==> config.mk <==
export PLATFORM = sky130hd
export DESIGN_NAME = sys_array_ctrl
export DESIGN_NICKNAME = d
export VERILOG_FILES = /design/src/rtl/sys_array_ctrl.sv
export SDC_FILE = /design/constraint.sdc
export NUM_CORES = 1
export LEC_CHECK = 0
export ABC_AREA = 1
export CELL_PAD_IN_SITES_DETAIL_PLACEMENT = 0
export CELL_PAD_IN_SITES_GLOBAL_PLACEMENT = 1
export CORE_ASPECT_RATIO = 0.5
export CORE_MARGIN = 1
export CORE_UTILIZATION = 25
export CTS_CLUSTER_DIAMETER = 30
export DETAILED_ROUTE_END_ITERATION = 8
export HOLD_SLACK_MARGIN = 0.06
export MAX_ROUTING_LAYER = met4
export PLACE_DENSITY_LB_ADDON = 0.1
export SETUP_SLACK_MARGIN = 0.2
export SLEW_MARGIN = 20
export SYNTH_ARGS = -nofsm -noshare
export SYNTH_HDL_FRONTEND = slang
export SYNTH_SLANG_ARGS = --single-unit
==> constraint.sdc <==
create_clock -name clk -period 4.69 [get_ports clk]
set_input_delay 0.938 -clock clk [delete_from_list [all_inputs] [get_ports clk]]
set_output_delay 0.938 -clock clk [all_outputs]
set_load 0.03 [all_outputs]
==> src/rtl/sys_array_ctrl.sv <==
// sys_array_ctrl
//   Job sequencer for a weight-stationary ARRAY_SIZE x ARRAY_SIZE systolic grid.
//   On start it loads one weight matrix through the param_load chain. It then
//   streams num_rows input vectors into the left edge with per-column skew and
//   raises per-column capture strobes as results leave the bottom edge.
//   Only enables, addresses and param_load are driven; no data passes through.
//
//   Optional feature macro: SYS_ARRAY_CTRL_WEIGHT_REUSE_EN
//     defined   : reuse_weights=1 sampled with start skips the weight load
//     undefined : reuse_weights is ignored, every job loads weights
//
// Ports
//   clk, reset            clock (rising edge), async active-high reset
//   start, num_rows       job request and input vector count (sampled in IDLE)
//   reuse_weights         skip weight load (feature macro only)
//   busy, done            job in progress / one-cycle completion pulse
//   w_rd_en, w_rd_addr    weight buffer read (bottom row first)
//   param_load            weight shift/latch strobe to every cell
//   x_rd_en, x_rd_addr    per-column input read enable / packed row index
//   y_valid, y_wr_addr    per-column result capture strobe / packed row index
module sys_array_ctrl #(
  parameter int DATA_WIDTH = 8,
  parameter int ARRAY_SIZE = 4,
  parameter int MAX_ROWS   = 16,
  parameter int ROW_W      = $clog2(MAX_ROWS + 1),
  parameter int W_AW       = $clog2(ARRAY_SIZE)
) (
  input  logic                        clk,
  input  logic                        reset,
  input  logic                        start,
  input  logic [ROW_W-1:0]            num_rows,
  input  logic                        reuse_weights,
  output logic                        busy,
  output logic                        done,
  output logic                        w_rd_en,
  output logic [W_AW-1:0]             w_rd_addr,
  output logic                        param_load,
  output logic [ARRAY_SIZE-1:0]       x_rd_en,
  output logic [ARRAY_SIZE*ROW_W-1:0] x_rd_addr,
  output logic [ARRAY_SIZE-1:0]       y_valid,
  output logic [ARRAY_SIZE*ROW_W-1:0] y_wr_addr
);

  // One counter serves both LOAD (0..N) and FEED (0..M+2N-2).
  localparam int CNT_W = $clog2(MAX_ROWS + 2*ARRAY_SIZE);

  typedef enum logic [1:0] {S_IDLE, S_LOAD, S_FEED, S_DONE} state_t;

  state_t                      state_q, state_d;
  logic [CNT_W-1:0]            cnt_q, cnt_d;
  logic [ROW_W-1:0]            m_q, m_d;
  logic [ROW_W-1:0]            m_clamped;
  logic [CNT_W-1:0]            feed_last;

  logic                        busy_q, busy_d;
  logic                        done_q, done_d;
  logic                        w_rd_en_q, w_rd_en_d;
  logic [W_AW-1:0]             w_rd_addr_q, w_rd_addr_d;
  logic                        param_load_q, param_load_d;
  logic [ARRAY_SIZE-1:0]       x_rd_en_q, x_rd_en_d;
  logic [ARRAY_SIZE*ROW_W-1:0] x_rd_addr_q, x_rd_addr_d;
  logic [ARRAY_SIZE-1:0]       y_valid_q, y_valid_d;
  logic [ARRAY_SIZE*ROW_W-1:0] y_wr_addr_q, y_wr_addr_d;

  int                          tj, ty;

  // DATA_WIDTH only documents the array the controller drives.
  logic [DATA_WIDTH-1:0]       unused_dw;
  assign unused_dw = '0;
`ifndef SYS_ARRAY_CTRL_WEIGHT_REUSE_EN
  logic                        unused_reuse;
  assign unused_reuse = reuse_weights;
`endif

  // Next-state logic
  always_comb begin
    state_d   = state_q;
    cnt_d     = cnt_q;
    m_d       = m_q;
    m_clamped = (num_rows > ROW_W'(MAX_ROWS)) ? ROW_W'(MAX_ROWS) : num_rows;
    feed_last = CNT_W'(m_q) + CNT_W'(2*ARRAY_SIZE - 2);
    case (state_q)
      S_IDLE: begin
        if (start) begin
          m_d   = m_clamped;
          cnt_d = '0;
`ifdef SYS_ARRAY_CTRL_WEIGHT_REUSE_EN
          if (reuse_weights)
            state_d = (m_clamped == '0) ? S_DONE : S_FEED;
          else
            state_d = S_LOAD;
`else
          state_d = S_LOAD;
`endif
        end
      end
      S_LOAD: begin
        if (cnt_q == CNT_W'(ARRAY_SIZE)) begin
          cnt_d   = '0;
          state_d = (m_q == '0) ? S_DONE : S_FEED;
        end else begin
          cnt_d = cnt_q + CNT_W'(1);
        end
      end
      S_FEED: begin
        if (cnt_q == feed_last) begin
          cnt_d   = '0;
          state_d = S_DONE;
        end else begin
          cnt_d = cnt_q + CNT_W'(1);
        end
      end
      S_DONE: begin
        cnt_d   = '0;
        state_d = S_IDLE;
      end
      default: begin
        cnt_d   = '0;
        state_d = S_IDLE;
      end
    endcase
  end

  // Outputs are decoded from the next state so they are registered yet aligned
  // with the state they describe.
  always_comb begin
    busy_d       = (state_d != S_IDLE);
    done_d       = (state_d == S_DONE);
    w_rd_en_d    = 1'b0;
    w_rd_addr_d  = '0;
    param_load_d = 1'b0;
    x_rd_en_d    = '0;
    x_rd_addr_d  = '0;
    y_valid_d    = '0;
    y_wr_addr_d  = '0;
    tj           = 0;
    ty           = 0;
    if (state_d == S_LOAD) begin
      // Bottom weight row is read first so it shifts deepest into the grid;
      // buffer latency of one cycle puts param_load one cycle behind the read.
      if (cnt_d < CNT_W'(ARRAY_SIZE)) begin
        w_rd_en_d   = 1'b1;
        w_rd_addr_d = W_AW'(ARRAY_SIZE - 1 - int'(cnt_d));
      end
      if (cnt_d >= CNT_W'(1)) param_load_d = 1'b1;
    end
    if (state_d == S_FEED) begin
      for (int j = 0; j < ARRAY_SIZE; j++) begin
        // Column j sees its inputs j cycles late and its results N cycles later.
        tj = int'(cnt_d) - j;
        ty = tj - ARRAY_SIZE;
        if (tj >= 0 && tj < int'(m_d)) begin
          x_rd_en_d[j]                  = 1'b1;
          x_rd_addr_d[j*ROW_W +: ROW_W] = ROW_W'(tj);
        end
        if (ty >= 0 && ty < int'(m_d)) begin
          y_valid_d[j]                  = 1'b1;
          y_wr_addr_d[j*ROW_W +: ROW_W] = ROW_W'(ty);
        end
      end
    end
  end

  always_ff @(posedge clk or posedge reset) begin
    if (reset) begin
      state_q      <= S_IDLE;
      cnt_q        <= '0;
      m_q          <= '0;
      busy_q       <= 1'b0;
      done_q       <= 1'b0;
      w_rd_en_q    <= 1'b0;
      w_rd_addr_q  <= '0;
      param_load_q <= 1'b0;
      x_rd_en_q    <= '0;
      x_rd_addr_q  <= '0;
      y_valid_q    <= '0;
      y_wr_addr_q  <= '0;
    end else begin
      state_q      <= state_d;
      cnt_q        <= cnt_d;
      m_q          <= m_d;
      busy_q       <= busy_d;
      done_q       <= done_d;
      w_rd_en_q    <= w_rd_en_d;
      w_rd_addr_q  <= w_rd_addr_d;
      param_load_q <= param_load_d;
      x_rd_en_q    <= x_rd_en_d;
      x_rd_addr_q  <= x_rd_addr_d;
      y_valid_q    <= y_valid_d;
      y_wr_addr_q  <= y_wr_addr_d;
    end
  end

  assign busy       = busy_q;
  assign done       = done_q;
  assign w_rd_en    = w_rd_en_q;
  assign w_rd_addr  = w_rd_addr_q;
  assign param_load = param_load_q;
  assign x_rd_en    = x_rd_en_q;
  assign x_rd_addr  = x_rd_addr_q;
  assign y_valid    = y_valid_q;
  assign y_wr_addr  = y_wr_addr_q;

endmodule
==> results.tsv <==
metric	value	unit
outcome	finished clean	
total length of routed wires	9870	µm
R2R Path End	y_wr_addr[16]$_DFF_PP0_	
CP Max Fanout	11	
WHS Path Cells	2	
first-pass GRT wire length	16000	µm
Hold Crit Endpoint	m_q[3]$_DFF_PP0_	
Routed WL per cell	13.7	µm
Setup Skew	0.00995	ns
main flop type after synthesis	dfrtp_1	
Yosys top cell by area	dfrtp_1	
Slew @ Worst Pin	0.807	ns
final setup violation count	0	
antenna-violating nets left	0	
Max-slew headroom	45.9	%
total gr overflow	0	
max-slew violations	0	
final design area excluding fillers	0.00494	mm²
Netlist cell types	34	
sequential cell area	0.00165	mm²
initial antenna violation count	0	
most used routing layer	met1	
M3 GR Usage	3.34	%
Synth Instances	436	
worst r2r src	m_q[1]$_DFF_PP0_	
CTS tree	yes	
RD Place Congestion	0.804	
First-pass DRT Iterations	4	
GRT Util Overall	14.4	%
hold buffers post-CTS	0	
row cnt	31	
Syn-to-layout area delta	33.2	%
Root Buffer	clkbuf_16	
core box area	0.0145	mm²
fillers	1542	
worst setup path category	input port to flip-flop	
# IOs	63	
share of synthesized registers carrying an async set or reset	100	%
Clk pin slew, worst setup/hold paths	0.06	ns
Initial Util	25.6	%
FF-to-FF path depth	22	
CP required	4.95	ns
hold_sp	m_q[3]$_DFF_PP0_	
Setup TNS	0	ns
Ys Warns	0	
number of vias per cell	4.09	
Mapped Area	0.00371	mm²
worst reg2reg setup slack	0.81	ns
WP data arrival	4.16	ns
Critical Path Start	start	
DP Area	0.00462	mm²
Port Buffers	61	
# H-tree levels	3	
Post-synth EDFFs	0	
Synth top cells by count	inv_1, nand2_1, dfrtp_1	
total CTS buffers	9	
pin count of the biggest net entering global routing	45	
cell with the most instances after synthesis	inv_1	
register bit count reported by yosys	66	
post-layout util	34.2	%
sequential-to-total area share from yosys stat	44.5	%
crit start category	input port	
top-area cell type share of the netlist area	44.5	%
die area	0.0154	mm²
M2 GR Usage	19.8	%
synth top area cells	dfrtp_1, ha_1, inv_1, nand2_1, nor2_1	
chip width	174	µm
final hold slack	0.629	ns
drt drc	0	
layout cells sized above 1	10.8	%
CP Capture Type	flip-flop	
hpwl dp	7320	µm
die height	88.1	µm
Syn Area/Cell	8.51	µm²
# diodes	0	
final net count	563	
syn_nets	484	
Worst Hold Class	flip-flop to flip-flop	
worst-case clock buffer depth	2	
Clk Latency, worst-skew pair	0.34	ns
Hold Violations, Final	0	
maxcap violations	0	
Final Cycle Share	83.1	%
vias in the first global route	2961	
initial detailed-routing violation count	127	
Max Freq	257	MHz
footprint of the multi-input gates	0.00172	mm²
clk sinks	66	
met1 Track Usage GR	20.6	%
total number of vias	2937	
RSZ-0062 raised after global routing	no	
final worst path period need	3.90	ns
## metal layers
| layer | vias up | wire (µm) |
|---|---|---|
| met5 | - | 0 |
| met4 | 0 | 131 |
| met3 | 13 | 380 |
| met2 | 45 | 3930 |
| met1 | 1358 | 5420 |
| li1 | 1521 | - |
## how the worst max path moves through the flow
stage | cells after the start | endpoint
after CTS | 23 | y_wr_addr[5]$_DFF_PP0_
after floorplan | 22 | y_wr_addr[15]$_DFF_PP0_
after global routing | 22 | y_wr_addr[16]$_DFF_PP0_
after global placement | 19 | y_wr_addr[5]$_DFF_PP0_
final | 19 | y_wr_addr[5]$_DFF_PP0_
after detailed placement | 19 | y_wr_addr[5]$_DFF_PP0_
## cells by family after synthesis
kind of cell               after synthesis  synth area share, %
DFF                                     66                 44.5
and+or+nand+nor                        205                 26.8
adders and majority gates               39                 13.2
xor gates and xnor gates                 7                 1.86
AOI/OAI and AO/OA                       29                 4.55
buffers and inverters                   90                 9.11
## stage by stage
stage	setup WS, ns	cells
final	0.792	718
after global routing	0.284	718
after CTS	0.660	718
after detailed placement	0.410	702
after global placement	0.429	702
after floorplan	1.28	436
## flip-flops by register name, indices dropped and copies added (netlist names)
register,count
busy,1
cnt_q,5
done,1
m_q,5
param_load,1
state_q,2
w_rd_addr,2
w_rd_en,1
x_rd_addr,20
x_rd_en,4
y_valid,4
y_wr_addr,20
## cells in the final DEF, fill, tap and decap left out, drive strengths merged
cell type      count
a21o               1
o22ai              2
clkinv             3
clkdlybuf4s50     61
o21ai              6
o211ai             1
a31oi              4
a21oi             11
xnor2              1
o21bai             2
bufinv             1
nand3             36
and2               1
nor4               1
nand3b             3
a211oi             1
clkinvlp           3
nor2              65
buf                7
xor2               6
nand2             87
dfrtp             66
nand4              6
nor3               6
ha                39
clkbuf            11
inv               88
a32oi              1
## critical path, stage by stage
cell and delay, ns:
clkdlybuf4s50_1 0.43, nor2_1 0.15, inv_1 0.11, nor2_1 0.09
inv_1 0.07, nand3_4 0.21, clkinvlp_4 0.24, ha_1 0.29
nand2_1 0.10, xor2_1 0.28, inv_1 0.10, nand2_1 0.11
nand2_1 0.07, ha_1 0.29, a21oi_1 0.16, nand3_1 0.12
nor2_1 0.19, nand2_2 0.11, nor2_1 0.09
## final cells by class
type | count | area share (%)
Clock buffer | 11 | 5.12
Clock inverter | 5 | 1.27
Inverter | 90 | 6.94
Multi-Input combinational cell | 280 | 34.8
Sequential cell | 66 | 33.4
Tap cell | 198 | 5.01
Timing Repair Buffer | 68 | 13.4
## repair_timing
item / 4_1_cts / 5_1_grt
gates resized for setup: 0 / 1
setup endpoints to repair: 0 / 1
setup buffers: 0 / 0
Power is not shown: default switching activity piles up to over one toggle a cycle in this logic, so the estimate is an artifact.
